<file path="src/rtl/uart_tx_arbiter.sv">
// uart_tx_arbiter
//   Shares one UART transmitter among N_REQ byte producers. Requests are served
//   one frame at a time in round-robin order. For each grant the block sends a
//   one-cycle start pulse and the byte to the TX module, then waits for the TX
//   done pulse. A watchdog abandons a frame whose done pulse never arrives.
//
// Ports
//   i_clk       system clock (single domain)
//   i_reset     synchronous, active-high reset
//   i_req       per-requester request level
//   i_data      requester k byte at [k*DATA_W +: DATA_W]
//   o_ack       one-cycle, one-hot pulse: requester k's byte accepted
//   o_tx_start  one-cycle start pulse to the TX module
//   o_tx_data   byte to TX; valid with o_tx_start, held until the next grant
//   i_tx_done   one-cycle pulse from TX at end of frame
//   o_busy      high while a frame is in flight (START or WAIT)
//   o_grant_id  index of the last granted requester
//   o_timeout   one-cycle pulse when the watchdog expires
module uart_tx_arbiter #(
  parameter int N_REQ       = 4,
  parameter int DATA_W      = 8,
  parameter int TIMEOUT_CYC = 2048
) (
  input  logic                      i_clk,
  input  logic                      i_reset,
  input  logic [N_REQ-1:0]          i_req,
  input  logic [N_REQ*DATA_W-1:0]   i_data,
  output logic [N_REQ-1:0]          o_ack,
  output logic                      o_tx_start,
  output logic [DATA_W-1:0]         o_tx_data,
  input  logic                      i_tx_done,
  output logic                      o_busy,
  output logic [$clog2(N_REQ)-1:0]  o_grant_id,
  output logic                      o_timeout
);

  localparam int GW = $clog2(N_REQ);
  localparam int CW = $clog2(TIMEOUT_CYC);
  localparam logic [CW-1:0] CNT_LAST = CW'(TIMEOUT_CYC - 1);

  localparam logic [1:0] S_IDLE  = 2'd0;
  localparam logic [1:0] S_START = 2'd1;
  localparam logic [1:0] S_WAIT  = 2'd2;

  logic [1:0]        state_q,   state_d;
  logic [N_REQ-1:0]  ack_q,     ack_d;
  logic              start_q,   start_d;
  logic [DATA_W-1:0] data_q,    data_d;
  logic              busy_q,    busy_d;
  logic [GW-1:0]     grant_q,   grant_d;
  logic              timeout_q, timeout_d;
  logic [CW-1:0]     cnt_q,     cnt_d;

  logic              found;
  logic [GW-1:0]     win;
  logic [GW-1:0]     cand;
  int                idx;

  // Round-robin search: start one past the last grant and wrap upward, so the
  // last-served requester is considered last. The first set request wins.
  always_comb begin
    found = 1'b0;
    win   = grant_q;
    cand  = '0;
    idx   = 0;
    for (int off = 1; off <= N_REQ; off++) begin
      idx  = (int'(grant_q) + off) % N_REQ;
      cand = GW'(idx);
      if (!found && i_req[cand]) begin
        found = 1'b1;
        win   = cand;
      end
    end
  end

  // Next-state logic. Every output is registered: the values computed on the
  // IDLE->START edge are exactly what the START cycle presents. The watchdog
  // counter starts at zero in START and advances on every in-flight cycle, so
  // it expires TIMEOUT_CYC cycles after the start pulse. A done pulse seen in
  // START belongs to an older frame and is ignored; in WAIT, done wins over a
  // simultaneous expiry.
  always_comb begin
    state_d   = state_q;
    ack_d     = '0;
    start_d   = 1'b0;
    data_d    = data_q;
    busy_d    = 1'b0;
    grant_d   = grant_q;
    timeout_d = 1'b0;
    cnt_d     = cnt_q;
    case (state_q)
      S_IDLE: begin
        cnt_d = '0;
        if (found) begin
          state_d    = S_START;
          start_d    = 1'b1;
          ack_d[win] = 1'b1;
          data_d     = i_data[win*DATA_W +: DATA_W];
          busy_d     = 1'b1;
          grant_d    = win;
        end
      end
      S_START: begin
        state_d = S_WAIT;
        busy_d  = 1'b1;
        cnt_d   = cnt_q + CW'(1);
      end
      S_WAIT: begin
        if (i_tx_done) begin
          state_d = S_IDLE;
          cnt_d   = '0;
        end else if (cnt_q == CNT_LAST) begin
          state_d   = S_IDLE;
          timeout_d = 1'b1;
          cnt_d     = '0;
        end else begin
          busy_d = 1'b1;
          cnt_d  = cnt_q + CW'(1);
        end
      end
      default: begin
        state_d = S_IDLE;
        cnt_d   = '0;
      end
    endcase
  end

  // State registers. The grant pointer resets to the top index so that the
  // first search after reset begins at requester 0.
  always_ff @(posedge i_clk) begin
    if (i_reset) begin
      state_q   <= S_IDLE;
      ack_q     <= '0;
      start_q   <= 1'b0;
      data_q    <= '0;
      busy_q    <= 1'b0;
      grant_q   <= GW'(N_REQ - 1);
      timeout_q <= 1'b0;
      cnt_q     <= '0;
    end else begin
      state_q   <= state_d;
      ack_q     <= ack_d;
      start_q   <= start_d;
      data_q    <= data_d;
      busy_q    <= busy_d;
      grant_q   <= grant_d;
      timeout_q <= timeout_d;
      cnt_q     <= cnt_d;
    end
  end

  assign o_ack      = ack_q;
  assign o_tx_start = start_q;
  assign o_tx_data  = data_q;
  assign o_busy     = busy_q;
  assign o_grant_id = grant_q;
  assign o_timeout  = timeout_q;

endmodule

</file>
<file path="config.mk">
export PLATFORM = sky130hd
export DESIGN_NAME = uart_tx_arbiter
export DESIGN_NICKNAME = d
export VERILOG_FILES = /design/src/rtl/uart_tx_arbiter.sv
export SDC_FILE = /design/constraint.sdc
export NUM_CORES = 1
export LEC_CHECK = 0
export CELL_PAD_IN_SITES_DETAIL_PLACEMENT = 1
export CELL_PAD_IN_SITES_GLOBAL_PLACEMENT = 2
export CORE_MARGIN = 8
export CORE_UTILIZATION = 23
export CTS_CLUSTER_SIZE = 16
export DETAILED_ROUTE_END_ITERATION = 10
export PLACE_DENSITY_LB_ADDON = 0.1
export RECOVER_POWER = 50
export SYNTH_ARGS = -nofsm -noshare
export SYNTH_HDL_FRONTEND = slang
export SYNTH_SLANG_ARGS = --single-unit
</file>
<file path="constraint.sdc">
create_clock -name i_clk -period 1.7 [get_ports i_clk]
set_input_delay 0.17 -clock i_clk [delete_from_list [all_inputs] [get_ports i_clk]]
set_output_delay 0.17 -clock i_clk [all_outputs]
set_load 0.03 [all_outputs]
</file>
# Yosys cells after proc, flatten, opt, wreduce, memory -nomap -nowiden
# Index checks and enable logic that the tools add are counted.
dict set report op_classes {
  addsub 5
  mul 0
  div 0
  n_lt_le_gt_ge 6
  eq_ne 5
  n_shift 1
  n_mux 30
  bitwise 3
  n_reduce_logical 13
}
# operator count
set op_table {}
lappend op_table {{$shiftx A32 B6 Y8} 1}
lappend op_table {{$mux W11} 2}
lappend op_table {{$pmux W11 S2} 1}
lappend op_table {{$lt A2 B3 Y1 const B} 5}
lappend op_table {{$mux W2} 7}
lappend op_table {{$mux W1} 13}
lappend op_table {{$add A11 B1 Y11 const B} 1}
lappend op_table {{$eq A11 B11 Y1 const B} 1}
lappend op_table {{$bmux W1 S2} 4}
lappend op_table {{$pmux W2 S3} 1}
lappend op_table {{$reduce_or A3 Y1} 2}
lappend op_table {{$add A2 B1 Y2 const B} 2}
lappend op_table {{$add A2 B2 Y2 const B} 2}
lappend op_table {{$logic_and A1 B1 Y1} 4}
lappend op_table {{$reduce_and A2 Y1} 2}
lappend op_table {{$logic_not A1 Y1} 3}
lappend op_table {{$ne A3 B3 Y1 const B} 1}
lappend op_table {{$not A1 Y1} 3}
lappend op_table {{$pmux W1 S3} 1}
lappend op_table {{$demux W1 S2} 1}
lappend op_table {{$eq A2 B1 Y1 const B} 1}
lappend op_table {{$eq A2 B2 Y1 const B} 1}
lappend op_table {{$ge A2 B1 Y1 const B} 1}
lappend op_table {{$logic_not A2 Y1} 1}
lappend op_table {{2 further kinds} 2}
dict set report word_totals {
  register_bits 30
  latchBits 0
  mem_bits_rw 0
  romBits 0
  in_bits 39
  output_inout_bits 17
  wordCells 71
  memories 0
}

# Longest topological paths before layout
dict set report depth {
  word_depth 17
  ltp_mapped 8
  depth_no_buf 7
}

# Worst setup path before layout
# Ideal clock, no wire load.
dict set report synth_timing {
  kind {register -> register}
  start {register grant_q[0] (netlist: o_grant_id[0])}
  end {register data_q[2] (netlist: o_tx_data[2])}
  setup_time_ns 0.134
  arrival_ns 1.780
  required_ns 1.566
  path_slack_ns -0.213
  stages_incl_launch_ff 7
  n_path_buf 1
  synth_period_minus_slack_ns 1.913
  path_cell_list {dfxtp_1 nor2b_1 o21a_1 nor3_4 buf_8 mux2i_1 o221ai_1}
}
dict set report synth_between {
  elab_chain_cells 14
  word_cells_on_any_way 28
  cone_classes {add/sub (4); shift (1); mux (16); reduce/logical (7)}
}
# element line_no
set synth_lines {}
lappend synth_lines {{start, declared} 50} ;# logic [GW-1:0] grant_q, grant_d;
lappend synth_lines {{start signal, assigned} 137} ;# grant_q <= GW'(N_REQ - 1);
lappend synth_lines {{start signal, assigned} 146} ;# grant_q <= grant_d;
lappend synth_lines {{$add A2 B1 Y2} 67} ;# idx = (int'(grant_q) + off) % N_REQ;
lappend synth_lines {{$bmux W1 S2} 69} ;# if (!found && i_req[cand]) begin
lappend synth_lines {{$mux W1 (implied by the code)} 69}
lappend synth_lines {{$mux W1} 69}
lappend synth_lines {{$logic_not A1 Y1} 69}
lappend synth_lines {{$logic_and A1 B1 Y1} 69}
lappend synth_lines {{$mux W1} 69}
lappend synth_lines {{$logic_not A1 Y1} 69}
lappend synth_lines {{$logic_and A1 B1 Y1} 69}
lappend synth_lines {{$mux W1} 69}
lappend synth_lines {{$logic_not A1 Y1} 69}
lappend synth_lines {{$logic_and A1 B1 Y1} 69}
lappend synth_lines {{$mux W2 / $mux W1 (equally long branches)} 69}
lappend synth_lines {{$shiftx A32 B6 Y8 / $reduce_and A2 Y1 (equally long branches)} --}
lappend synth_lines {{end signal, assigned} 144} ;# data_q <= data_d;
lappend synth_lines {{end, declared} 48} ;# logic [DATA_W-1:0] data_q, data_d;
# Parallel ways exist; a longest one is shown, timed or not. The select of a mux whose other input is x is not followed.
# A chain may end at the register's enable or synchronous reset.

# Worst setup path in the final report
dict set report layout_timing {
  start {input port i_req[1]}
  end {register data_q[4] (netlist: o_tx_data[4])}
}
dict set report layout_between {
  elab_chain_cells 13
  word_cells_on_any_way 24
  cone_classes {shift (1); mux (16); reduce/logical (7)}
}
# element line_no
set layout_lines {}
lappend layout_lines {{start, declared} 26} ;# input logic [N_REQ-1:0] i_req,
lappend layout_lines {{$bmux W1 S2} 69}
lappend layout_lines {{$mux W1 (implied by the code)} 69}
lappend layout_lines {{$mux W1} 69}
lappend layout_lines {{$logic_not A1 Y1} 69}
lappend layout_lines {{$logic_and A1 B1 Y1} 69}
lappend layout_lines {{$mux W1} 69}
lappend layout_lines {{$logic_not A1 Y1} 69}
lappend layout_lines {{$logic_and A1 B1 Y1} 69}
lappend layout_lines {{$mux W1} 69}
lappend layout_lines {{$logic_not A1 Y1} 69}
lappend layout_lines {{$logic_and A1 B1 Y1} 69}
lappend layout_lines {{$mux W2 / $mux W1 (equally long branches)} 69}
lappend layout_lines {{$shiftx A32 B6 Y8 / $reduce_and A2 Y1 (equally long branches)} --}
# Parallel ways exist; a longest one is shown, timed or not. The select of a mux whose other input is x is not followed.

==> key figures <==
Status
  • Status: finished, final reports clean

Global routing
  • Gr usage total: 0.107
  • GR met1 Demand/Resource: 0.111
  • Grt ovf: 0
  • Antenna violations before repair: 0
  • Met3 GRT Util: 0.0349
  • GR Util met2: 0.198
  • Largest net degree at the start of global routing: 17
  • First-pass GRT wire length: 8210 µm
  • Busiest layer in global routing: met2
  • Vias in the first global route: 1651

Power
  • Static leakage: 1.03 nW
  • Peak supply drop: 419 µV
  • Clock power share: 0.286
  • Sequential power share: 0.347
  • Net Sw Frac: 0.323
  • Internal power: 1.65 mW
  • Switching pwr: 787 µW
  • PwrDens: 975 nW/µm²
  • Combinational power share: 0.368

Timing
  • Final Hold Viols: 0
  • Least-Margin Pin Slew: 0.362 ns
  • Final clock skew: 0.00717 ns
  • Setup Viol. Count Final: 0
  • Pins Over Slew Limit: 0
  • Fin crit share: 0.969
  • Setup ws final: 0.0524 ns
  • Fmax: 0.607 GHz
  • Final Critical Period: 1.65 ns
  • Slew headroom: 0.758
  • Hold_ws: 0.475 ns

Floorplan
  • Die height: 96.9 µm
  • Standard-cell rows: 29
  • I/O pin count: 56
  • Starting Density: 0.237
  • Die area: 9380 µm²
  • CORE AREA: 6350 µm²
  • Die width: 96.9 µm

Cells and area
  • Share of layout cells above drive strength 1: 0.181
  • Area delta synth->final: 66.1%
  • Ant diodes: 0
  • Fin area: 2500 µm²
  • Final Util: 0.393
  • Filler cells: 733
  • Fin nets: 293

Routing
  • Antenna Nets Post-Route: 0
  • Post-DR vias/cell: 4.60
  • Via count: 1498
  • Residual DRC count: 0
  • Drt first pass iters: 4
  • Final wirelength: 5140 µm
  • DR iter-0 viols: 27
  • WL/cell: 15.8 µm

Hold path
  • Worst hold path class: reg2reg

Clocking
  • Worst skew pair latency: 0.28 ns
  • CTS Sinks: 30
  • Clock buffer depth: 2
  • H-tree levels: 2
  • CTS root buf: clkbuf_8
  • Total CTS buffers: 5
  • Clock transition at path regs: 0.07 ns
  • CTS tree: built

Synthesis
  • Synth unique cells: 38
  • Synth Cell Area: 1500 µm²
  • Register area share after synthesis: 0.399
  • Top_reg_cell synth: dfxtp_1
  • Ys async rst share: 0
  • Ys Warns: 0
  • Syn_area_per_cell: 9.28 µm²
  • Seq cells post-synth: 30
  • Cell count after synthesis: 162
  • Post-synth net total: 207
  • Post-synth EDFFs: 0

Placed design
  • DP Worst Slack: -0.248 ns
  • Buffers on Ports: 55
  • Gp weighted congestion: 0.771
  • Placed cell areas: 2340 µm²
  • Dpl hpwl: 4020 µm

Setup path
  • Critical Path AT: 1.81 ns
  • CP Data Required Time: 1.86 ns
  • Reg2reg setup slack: 0.11 ns
  • Crit start category: input port
  • Crit Path Category: in2reg
  • Critical path endpoint category: flop
  • Critical-path maximum fanout: 8

Flow run
  • Max-cap viol count: 0
[cell type report]
cell class / count / area [µm²] / share of cell area
clock buffer: 8 / 110 / 0.0441
inverter: 3 / 11.3 / 0.00451
multi-input combinational: 125 / 875 / 0.350
sequential: 30 / 606 / 0.242
tap: 77 / 96.3 / 0.0386
timing repair buffer: 83 / 800 / 0.320
[final timing paths]
check	to	start	cells past startpoint
max reg2reg	o_tx_data[4]$_SDFFE_PP0P_	o_grant_id[0]$_SDFFE_PP1P_	7
min	o_tx_data[2]$_SDFFE_PP0P_	o_tx_data[2]$_SDFFE_PP0P_	2
max	o_tx_data[4]$_SDFFE_PP0P_	i_req[1]	8
min reg2reg	o_tx_data[2]$_SDFFE_PP0P_	o_tx_data[2]$_SDFFE_PP0P_	2
[metrics by stage]
stage	total power, mW	instances	setup TNS [ns]
global route	2.59	326	-0.0112
CTS	2.45	323	0
finish	2.43	326	0
floorplan	1.31	162	0
detailed placement	1.74	315	-2.55
global placement	1.71	315	-1.96
[cell usage in the layout, fill, tap and decap left out, types with 3 or more instances in the layout]
cell / Yosys / final
o221ai_1: 4 / 4
nand2_1: 15 / 15
o211ai_1: 5 / 5
o21ai_0: 6 / 5
nand3_1: 3 / 3
clkbuf_8: 0 / 8
dlygate4sd3_1: 0 / 16
clkdlybuf4s50_1: 0 / 39
dfxtp_1: 30 / 28
nand4_1: 6 / 6
nor2b_1: 5 / 4
mux2i_1: 14 / 13
and2_1: 3 / 3
nor2_1: 19 / 19
buf_4: 0 / 23
ha_1: 6 / 6
xor2_1: 7 / 7
inv_1: 3 / 3
and3_1: 3 / 3
o31ai_1: 4 / 4
a21o_1: 5 / 5
[power groups by stage]
stage          Sequential (mW)  Clock, mW  Combinational [mW]
6_report                 0.844      0.695               0.895
5_1_grt                  0.855      0.773               0.958
4_1_cts                  0.846      0.728               0.875
3_5_place_dp             0.863          0               0.872
3_3_place_gp             0.858          0               0.856
2_1_floorplan            0.993          0               0.315
[routing by layer]
layer | wire, µm | up-vias
met5 | 0 | -
li1 | - | 755
met2 | 2710 | 30
met4 | 57 | 0
met3 | 220 | 6
met1 | 2150 | 707
[critical path, cell delays in order]
cell and delay, ns:
clkdlybuf4s50_1 0.44, nor2b_1 0.16, o21a_2 0.24, nor3_4 0.17
buf_4 0.15, clkbuf_16 0.15, mux2i_1 0.23, o211ai_1 0.10
[sequential cells by signal, indices dropped and copies added (netlist names)]
name and cells:
o_busy 1, state_q 2, o_tx_data 8, o_grant_id 2, o_tx_start 1, cnt_q 11
o_ack 4, o_timeout 1
[Yosys cell counts, types with 2 or more instances]
master	number	area share
nand4_1	6	0.025
and2_1	3	0.012
ha_1	6	0.050
nor4_1	2	0.0083
inv_1	3	0.0075
and3_1	3	0.012
nor2b_1	5	0.021
a21o_1	5	0.025
o21ai_0	6	0.020
mux2i_1	14	0.093
nand2_1	15	0.037
o31ai_1	4	0.020
nor2_1	19	0.047
a21oi_1	2	0.0067
xor2_1	7	0.041
o211ai_1	5	0.025
nand3_1	3	0.010
nand2b_1	2	0.0083
dfxtp_1	30	0.40
o221ai_1	4	0.023
[cell families (layout without fill, tap and decap cells)]
group                      after synthesis  count (layout)  share of synthesized area
adders and majority gates                6               6                     0.0499
DFF                                     30              30                      0.399
xor gates and xnor gates                 8               8                     0.0466
buffers and inverters                    7              94                     0.0308
AOI/OAI and AO/OA                       33              33                      0.163
muxes                                   14              14                     0.0932
and+or+nand+nor                         64              64                      0.217
[what timing repair did]
item,CTS,global route
buffers inserted,0,2
endpoints found under the setup margin,0,11
gates resized for setup,0,4
hold buffers,0,0
No activity file was read; power rests on OpenSTA's default activity.
